===== src/rtl/pipe_hazard_ctrl_pkg.sv =====
// Shared definitions for the pipeline hazard controller.
//   REG_WIDTH : architectural register index width
//   RNONE     : register index meaning "no load destination" (x0 is never a real load target)
//   OPC_LOAD  : opcode of load instructions
//   ST_*      : FSM state encoding used by pipe_hazard_ctrl
package pipe_hazard_ctrl_pkg;

   localparam int                   REG_WIDTH = 5;
   localparam logic [REG_WIDTH-1:0] RNONE     = '0;
   localparam logic [6:0]           OPC_LOAD  = 7'b0000011;

   localparam logic [1:0] ST_RUN      = 2'd0;
   localparam logic [1:0] ST_EX_WAIT  = 2'd1;
   localparam logic [1:0] ST_MEM_WAIT = 2'd2;

endpackage


===== src/rtl/pipe_hazard_ctrl_hazard_detect.sv =====
// Load-use comparator: flags a load in E whose destination is read by the
// instruction in D.
//   E_opcode_i : opcode in E
//   E_dstM_i   : load destination in E (RNONE = no load)
//   d_srcA_i   : rs1 of the instruction in D
//   d_srcB_i   : rs2 of the instruction in D
//   load_use_o : hazard detected
module pipe_hazard_ctrl_hazard_detect
   import pipe_hazard_ctrl_pkg::*;
(
   input  logic [6:0]           E_opcode_i,
   input  logic [REG_WIDTH-1:0] E_dstM_i,
   input  logic [REG_WIDTH-1:0] d_srcA_i,
   input  logic [REG_WIDTH-1:0] d_srcB_i,
   output logic                 load_use_o
);

   assign load_use_o = (E_opcode_i == OPC_LOAD) && (E_dstM_i != RNONE) &&
                       ((E_dstM_i == d_srcA_i) || (E_dstM_i == d_srcB_i));

endmodule


===== src/rtl/pipe_hazard_ctrl.sv =====
// Pipeline hazard controller: drives stall/bubble controls of the F, D, E, M
// and W pipe registers, with a multi-cycle-op watchdog and perf counters.
//   clk_i, rst_ni          : clock, async active-low reset
//   E_opcode_i, E_dstM_i   : instruction in E (load detection)
//   d_srcA_i, d_srcB_i     : source registers of the instruction in D
//   e_mispredict_i         : branch in E resolved mispredicted
//   e_mc_start_i/_done_i   : multi-cycle execute op handshake
//   m_req_i, m_ack_i       : data-memory request/response
//   *_stall_o, *_bubble_o  : pipe-register controls (combinational)
//   mc_timeout_o           : one-cycle pulse when a multi-cycle op is squashed
//   stall_cnt_o            : cycles with F stalled (wrapping)
//   flush_cnt_o            : mispredict flushes taken (wrapping)
//
// state       | meaning
// ------------+---------------------------------------------------------
// ST_RUN      | normal flow; mispredict and load-use are handled here
// ST_EX_WAIT  | multi-cycle op busy in E; F/D/E held, watchdog running
// ST_MEM_WAIT | data-memory access outstanding; F..M held, W bubbled
module pipe_hazard_ctrl
   import pipe_hazard_ctrl_pkg::*;
#(
   parameter int MC_TIMEOUT = 64,
   parameter int CNT_WIDTH  = 32
)
(
   input  logic                 clk_i,
   input  logic                 rst_ni,
   input  logic [6:0]           E_opcode_i,
   input  logic [REG_WIDTH-1:0] E_dstM_i,
   input  logic [REG_WIDTH-1:0] d_srcA_i,
   input  logic [REG_WIDTH-1:0] d_srcB_i,
   input  logic                 e_mispredict_i,
   input  logic                 e_mc_start_i,
   input  logic                 e_mc_done_i,
   input  logic                 m_req_i,
   input  logic                 m_ack_i,
   output logic                 F_stall_o,
   output logic                 D_stall_o,
   output logic                 D_bubble_o,
   output logic                 E_stall_o,
   output logic                 E_bubble_o,
   output logic                 M_stall_o,
   output logic                 M_bubble_o,
   output logic                 W_bubble_o,
   output logic                 mc_timeout_o,
   output logic [CNT_WIDTH-1:0] stall_cnt_o,
   output logic [CNT_WIDTH-1:0] flush_cnt_o
);

   localparam int              WD_W    = $clog2(MC_TIMEOUT) + 1;
   localparam logic [WD_W-1:0] WD_LAST = WD_W'(MC_TIMEOUT - 1);

   logic [1:0]           state_q, state_d;
   logic [WD_W-1:0]      wd_q, wd_d;
   logic [CNT_WIDTH-1:0] stall_cnt_q, flush_cnt_q;
   logic                 load_use, flush_take, timeout;
   logic                 f_stall, d_stall, d_bubble, e_stall, e_bubble;
   logic                 m_stall, m_bubble, w_bubble;

   pipe_hazard_ctrl_hazard_detect u_hazard_detect (
      .E_opcode_i (E_opcode_i),
      .E_dstM_i   (E_dstM_i),
      .d_srcA_i   (d_srcA_i),
      .d_srcB_i   (d_srcB_i),
      .load_use_o (load_use)
   );

   // The watchdog indexes EX_WAIT cycles with the start cycle (still in RUN)
   // as cycle 0, so it is loaded with 1 on entry; cycle MC_TIMEOUT-1 squashes.
   always_comb begin
      state_d    = state_q;
      wd_d       = wd_q;
      f_stall    = 1'b0;
      d_stall    = 1'b0;
      d_bubble   = 1'b0;
      e_stall    = 1'b0;
      e_bubble   = 1'b0;
      m_stall    = 1'b0;
      m_bubble   = 1'b0;
      w_bubble   = 1'b0;
      timeout    = 1'b0;
      flush_take = 1'b0;
      case (state_q)
         ST_MEM_WAIT: begin
            if (m_ack_i) begin
               state_d = ST_RUN;
            end else begin
               {f_stall, d_stall, e_stall, m_stall, w_bubble} = '1;
            end
         end
         ST_EX_WAIT: begin
            if (e_mc_done_i) begin
               state_d = ST_RUN;
            end else if (wd_q == WD_LAST) begin
               // Squash: E takes a bubble instead of holding, and M stays
               // bubbled so the abandoned op does not advance.
               {f_stall, d_stall, e_bubble, m_bubble, timeout} = '1;
               state_d = ST_RUN;
            end else begin
               {f_stall, d_stall, e_stall, m_bubble} = '1;
               wd_d = wd_q + WD_W'(1);
            end
         end
         default: begin
            state_d = ST_RUN;
            if (m_req_i && !m_ack_i) begin
               {f_stall, d_stall, e_stall, m_stall, w_bubble} = '1;
               state_d = ST_MEM_WAIT;
            end else if (e_mc_start_i && !e_mc_done_i) begin
               {f_stall, d_stall, e_stall, m_bubble} = '1;
               wd_d    = WD_W'(1);
               state_d = ST_EX_WAIT;
            end else if (e_mispredict_i) begin
               {d_bubble, e_bubble} = '1;
               flush_take = 1'b1;
            end else if (load_use) begin
               {f_stall, d_stall, e_bubble} = '1;
            end
         end
      endcase
   end

   always_ff @(posedge clk_i or negedge rst_ni) begin
      if (!rst_ni) begin
         state_q     <= ST_RUN;
         wd_q        <= '0;
         stall_cnt_q <= '0;
         flush_cnt_q <= '0;
      end else begin
         state_q <= state_d;
         wd_q    <= wd_d;
         if (f_stall) stall_cnt_q <= stall_cnt_q + CNT_WIDTH'(1);
         if (flush_take) flush_cnt_q <= flush_cnt_q + CNT_WIDTH'(1);
      end
   end

   // Reset forces bubbles into D..W and drops every stall without waiting for a clock.
   assign F_stall_o    = rst_ni & f_stall;
   assign D_stall_o    = rst_ni & d_stall;
   assign E_stall_o    = rst_ni & e_stall;
   assign M_stall_o    = rst_ni & m_stall;
   assign D_bubble_o   = ~rst_ni | d_bubble;
   assign E_bubble_o   = ~rst_ni | e_bubble;
   assign M_bubble_o   = ~rst_ni | m_bubble;
   assign W_bubble_o   = ~rst_ni | w_bubble;
   assign mc_timeout_o = rst_ni & timeout;
   assign stall_cnt_o  = stall_cnt_q;
   assign flush_cnt_o  = flush_cnt_q;

endmodule

===== config.mk =====
export PLATFORM = sky130hd
export DESIGN_NAME = pipe_hazard_ctrl
export DESIGN_NICKNAME = d
export VERILOG_FILES = /design/src/rtl/pipe_hazard_ctrl_pkg.sv /design/src/rtl/pipe_hazard_ctrl_hazard_detect.sv /design/src/rtl/pipe_hazard_ctrl.sv
export SDC_FILE = /design/constraint.sdc
export NUM_CORES = 1
export LEC_CHECK = 0
export BUFFER_PORTS_ARGS = -buffer_cell sky130_fd_sc_hd__buf_2
export CAP_MARGIN = 10
export CORE_ASPECT_RATIO = 0.75
export CORE_UTILIZATION = 30
export CTS_CLUSTER_DIAMETER = 30
export DETAILED_ROUTE_END_ITERATION = 7
export PLACE_DENSITY = 0.63
export SETUP_SLACK_MARGIN = 0.05
export SLEW_MARGIN = 0
export SYNTH_ARGS = -nofsm -noshare
export SYNTH_HDL_FRONTEND = slang
export SYNTH_SLANG_ARGS = --single-unit

===== constraint.sdc =====
create_clock -name clk_i -period 2.2 [get_ports clk_i]
set_input_delay 0.33 -clock clk_i [delete_from_list [all_inputs] [get_ports clk_i]]
set_output_delay 0.33 -clock clk_i [all_outputs]
set_load 0.1 [all_outputs]

Word-level counts from Yosys, hierarchy flattened
Cells that the tools add are included.

storage, ports and cells
  bits in registers = 73
  bits in latches = 0
  bits in writable memories = 0
  memory bits (read-only) = 0
  bits of input ports = 29
  output and inout bits = 73
  logic and storage cells = 78
  memories = 0

cells by class
  add/sub/neg operators = 3
  $mul = 0
  divide/modulo/power cells = 0
  $lt $le $gt $ge = 0
  eq/ne operators = 11
  shift operators = 0
  muxes and demuxes = 38
  bitwise operators = 10
  reductions and logical operators = 12

operators with widths
  operator                 number
  $add A32 B1 Y32 const B  2
  $mux W7                  4
  $mux W1                  23
  $pmux W7 S2              1
  $eq A5 B5 Y1             2
  $pmux W1 S2              5
  $mux W2                  4
  $add A7 B1 Y7 const B    1
  $eq A7 B2 Y1 const B     1
  $eq A7 B6 Y1 const B     1
  $ne A2 B2 Y1 const B     3
  $reduce_and A5 Y1        1
  $reduce_bool A5 Y1       1
  $and A1 B1 Y1            4
  $logic_and A1 B1 Y1      4
  $or A1 B1 Y1             4
  $pmux W2 S2              1
  $ne A3 B3 Y1 const B     1
  $eq A2 B1 Y1 const B     1
  $eq A2 B2 Y1 const B     1
  $logic_not A1 Y1         2
  $ne A2 B1 Y1 const B     1
  $not A1 Y1               2
  $reduce_and A2 Y1        1
  3 further kinds          3

Longest topological paths before layout
  word-level depth = 9
  gate-level depth with buffers = 9
  gate-level depth less buffers = 8

Hierarchy
Synthesis repeated with hierarchy kept, for this count alone.

second synthesis, totals
  cells, all modules = 362
  area total of the unflattened synthesis = 3762.4 um2

modules (own cells, without submodules)
  module                          times used  cells each  area each (um2)  sequential area each (um2)
  pipe_hazard_ctrl                1           342         3616.0           1826.8
  pipe_hazard_ctrl_hazard_detect  1           20          146.4            0.0

Least setup slack after synthesis
OpenSTA, ideal clock, no wires.

  kind = reg2out
  start point = register state_q[0]
  end point = output port F_stall_o
  arrival time = 3.443 ns
  data required time = 1.870 ns
  path slack = -1.573 ns
  stages on the path, launching flop included = 9
  buffers on the path = 3
  path through = dfrtp_1 > inv_1 > ha_1 > buf_2 > nor3_1 > o41a_1 > buf_2 > nor2b_1 > buf_4

between the ends
  longest elaborated chain between the ends = 3
  elaborated cells between the ends (all ways) = 4
  those cells by class = 2 x eq/ne; 1 x mux; 1 x bitwise

RTL lines
  item                                                 line                     RTL
  start: declaration                                   pipe_hazard_ctrl.sv:53   logic [1:0] state_q, state_d;
  start signal: assignment                             pipe_hazard_ctrl.sv:130  state_q <= state_d;
  $eq A2 B1 Y1 / $eq A2 B2 Y1 (equally long branches)  --
  $pmux W1 S2 (*)                                      --
  $and A1 B1 Y1 (*)                                    --
  end: declaration                                     pipe_hazard_ctrl.sv:37   output logic F_stall_o,

Every way passes the cells marked *; elsewhere a longest branch is shown, timed or not.

Final worst setup path
  start point = register state_q[1]
  end point = output port E_bubble_o

between the ends
  longest elaborated chain between the ends = 3
  elaborated cells between the ends (all ways) = 4
  those cells by class = 2 x eq/ne; 1 x mux; 1 x bitwise

RTL lines
  item                                                 line                     RTL
  $eq A2 B1 Y1 / $eq A2 B2 Y1 (equally long branches)  pipe_hazard_ctrl.sv:83   case (state_q)
  $pmux W1 S2 (*)                                      pipe_hazard_ctrl.sv:83
  $or A1 B1 Y1 (*)                                     pipe_hazard_ctrl.sv:143  assign E_bubble_o = ~rst_ni | e_bubble;
  end: declaration                                     pipe_hazard_ctrl.sv:41   output logic E_bubble_o,

Marks and branches as above.

==> out/metrics.csv <==
stage,metric,value,unit
final_layout,syn_to_final_growth,55.71,%
global_routing,grt_pass1_vias,3087,
floorplanning,start_util,31.26,%
timing,final.min_clock_period,2.442,ns
worst_setup_path,regToRegSetupSlack,-0.20,ns
synthesis,yosys.area.top_type,dfrtp_1,
floorplanning,io_pins,102,
synthesis,ys_seq_area_share,49.59,%
clock_network,cts_buffers,9,
clock_network,clockRootBuffer,clkbuf_16,
power_and_ir_drop,pwr-share-comb,37.9,%
worst_setup_path,critPathArrivalTime,2.11,ns
worst_setup_path,cpPeakStageDelay,0.40,ns
timing,rsz0062_at_grt,true,
synthesis,synth_edf_count,0,
worst_setup_path,end_kind,output port,
worst_setup_path,rr_worst_depth,10,
route,drt-wirelength-per-cell,14.61,um
run,max_cap_viol_count,0,
placement,dp.cells,624,
floorplanning,die_w,130.0,um
floorplanning,die_h,97.97,um
clock_network,cts.clk_slew.worst_paths,0.06,ns
status,violations,negative setup slack,
timing,setup_slack,-0.2422,ns
global_routing,grt_pass1_wl,15340,um
synthesis,synth_nets,384,
power_and_ir_drop,sequentialPowerShare,30.6,%
final_layout,drive_gt1_share,53.12,%
final_layout,diodes,0,
timing,relSlewSlack,38.38,%
route,drt_iter0_drc,120,
clock_network,cts_htree_levels,3,
route,first_pass_iters,4,
power_and_ir_drop,intPower,3.227,mW
synthesis,synth_cell_types,43,
timing,slew_violations,0,
synthesis,synth-seq-cells,73,
clock_network,cts.sinks,73,
placement,dpl.hpwl,6476,um
route,drt-total-wl,9631,um
worst_setup_path,r2r-end,stall_cnt_o[1],
clock_network,insertion_delay,0.33,ns
worst_setup_path,r2r_start,state_q[1],
worst_setup_path,cp.required,1.87,ns
floorplanning,die_area,0.01273,sq mm
worst_setup_path,crit_slowest_cell,dfrtp_1,
worst_setup_path,path_cells,"buf_6, ha_4, buf_6, buf_6, nand3_2, buf_4, o32a_1, nand3_2, buf_12",
status,status,finished with violations,
timing,hold_viol,0,
synthesis,syn_avg_cell_area,10.52,sq um
power_and_ir_drop,swShare,40.00,%
power_and_ir_drop,power_leakage,2.852,nW
clock_network,clk_path_buf_depth,2,
global_routing,grt_overflow,0,
timing,fin_skew,0.01079,ns
worst_setup_path,startpoint_type,flop,
synthesis,synth.top_cells.by_area,"dfrtp_1 50%, xor2_1 11%, xnor2_1 6.7%",
synthesis,synthesis.area,0.003684,sq mm
power_and_ir_drop,p_switching,2.151,mW
timing,worstMarginPinSlew,0.9221,ns
floorplanning,rows,34,
global_routing,antenna_found_initial,0,
worst_setup_path,endpoint,E_bubble_o,
global_routing,grt_usage,15.43,%
worst_setup_path,crit_start,state_q[1],
synthesis,synth_top_cells_by_count,"73 x dfrtp_1, 47 x xor2_1, 32 x nand3_1",
timing,max_freq,409.5,MHz
placement,io_buffers,101,
synthesis,synth_flop_cell,dfrtp_1,
final_layout,final_nets,526,
power_and_ir_drop,clock_power_share,31.5,%
power_and_ir_drop,power.density,937.7,mW/mm^2
synthesis,async_reset_ff_share,100.0,%
global_routing,grt_start_max_net_pins,39,
synthesis,synth.most_common_cell,dfrtp_1,
clock_network,cts_tree,done,
timing,setup_viol,44,
synthesis,synth_warnings,0,
route,via_count,3112,
route,viasPerCell,4.722,
final_layout,instances_no_fill,659,
timing,period_share,111.0,%
worst_setup_path,worstPathMaxFanout,3,
route,route.detailed.drc,0,
power_and_ir_drop,vdd_drop_max,1374,uV
synthesis,synth_top_area_share,49.59,%
worst_setup_path,crit_top_cell,buf_6,
min_path,hp-class,input port to async pin,
route,ant_nets,0,
timing,tns,-3.418,ns
floorplanning,coreArea,0.01178,sq mm
worst_setup_path,critPathKind,flop to output port,
placement,globalplace.congestion,0.7820,
synthesis,synth_cells,350,
## kinds of logic after synthesis
logic type,synth area share [%]
multiplexers,0.8831
AND/OR/NAND/NOR,24.80
AO/OA/AOI/OAI,2.921
buffers and inverters,2.276
XOR/XNOR,17.83
adder cells (fa/ha/maj),1.698
flip-flops,49.59
## sequential cells by signal, summed over array words and instances, names as in the netlist
register / count
flush_cnt_o: 32
stall_cnt_o: 32
state_q: 2
wd_q: 7
## timing repair
item,CTS,global route
setup endpoints to repair,20,68
resized for setup,36,45
hold endpoints to repair,2,0
buffers inserted,11,8
hold buffers,1,0
cloned,1,0
pin swaps,15,32
## worst max-delay path, delay by kind of cell (launching register included)
kind | cells | cell delay (ns)
buf+inv | 5 | 0.65
flops | 1 | 0.40
compound gates | 1 | 0.30
fa+ha+maj | 1 | 0.27
simple gates | 2 | 0.17
## per-stage QoR
stage          util (%)  hold slack [ns]  cell area [sq um]  worst slack (ns)  total power, mW
3_3_place_gp      40.54           0.1867               4777          -0.06541            3.383
2_1_floorplan         -          0.03441               3847           -0.4205            2.997
3_5_place_dp      40.54           0.1870               4777          -0.09561            3.420
4_1_cts           46.14           0.3765               5436           -0.3005            5.318
6_report          48.67           0.3968               5736           -0.2422            5.378
5_1_grt           48.67           0.4073               5736           -0.3240            5.601
## metal layers
metal | vias up | part of all wire [%] | track usage, %
met5 | - | 0 | 0
met4 | 0 | 0.53 | 4.025
met3 | 5 | 3.4 | 4.055
met2 | 57 | 50 | 24.89
met1 | 1549 | 46 | 20.41
li1 | 1501 | - | -
## how the worst min path moves through the flow
stage | start | endpoint | cells after the start
finish | rst_ni | state_q[1] | 2
global route | rst_ni | state_q[1] | 2
CTS | rst_ni | state_q[1] | 2
detailed placement | rst_ni | state_q[1] | 1
global placement | rst_ni | state_q[0] | 1
floorplan | rst_ni | flush_cnt_o[0] | 0
## area by class of cell
| class | count | area, sq um |
|---|---|---|
| Inverter | 10 | 37.54 |
| Fill cell | 1081 | 6048 |
| Clock buffer | 11 | 242.7 |
| Timing Repair Buffer | 139 | 1022 |
| Sequential cell | 73 | 1898 |
| Tap cell | 162 | 202.7 |
| Clock inverter | 5 | 103.9 |
| Multi-Input combinational cell | 259 | 2228 |
## cell usage in the layout (no fill, tap or decap), drive strengths merged, types with 2 or more instances in the layout
cell type / netlist / layout
and2: 3 / 3
and3: 11 / 11
and4: 2 / 2
buf: 7 / 137
bufinv: 0 / 3
clkbuf: 1 / 11
clkinv: 0 / 2
dfrtp: 73 / 73
ha: 5 / 5
inv: 10 / 10
mux2: 2 / 2
nand2: 30 / 30
nand2b: 7 / 7
nand3: 32 / 32
nand4: 10 / 10
nor2: 20 / 20
nor2b: 5 / 5
nor3: 18 / 18
nor3b: 3 / 3
nor4: 14 / 14
nor4b: 2 / 2
o21ai: 5 / 5
xnor2: 28 / 28
xor2: 47 / 47
## power by group through the flow
| stage | combinational [mW] | clock, mW | sequential (mW) |
|---|---|---|---|
| 4_1_cts | 1.94 | 1.73 | 1.65 |
| 3_3_place_gp | 1.72 | 0 | 1.66 |
| 6_report | 2.04 | 1.69 | 1.65 |
| 2_1_floorplan | 0.596 | 0 | 2.40 |
| 5_1_grt | 2.13 | 1.80 | 1.67 |
| 3_5_place_dp | 1.75 | 0 | 1.67 |
Note: power is estimated with default switching activity, not from simulation.
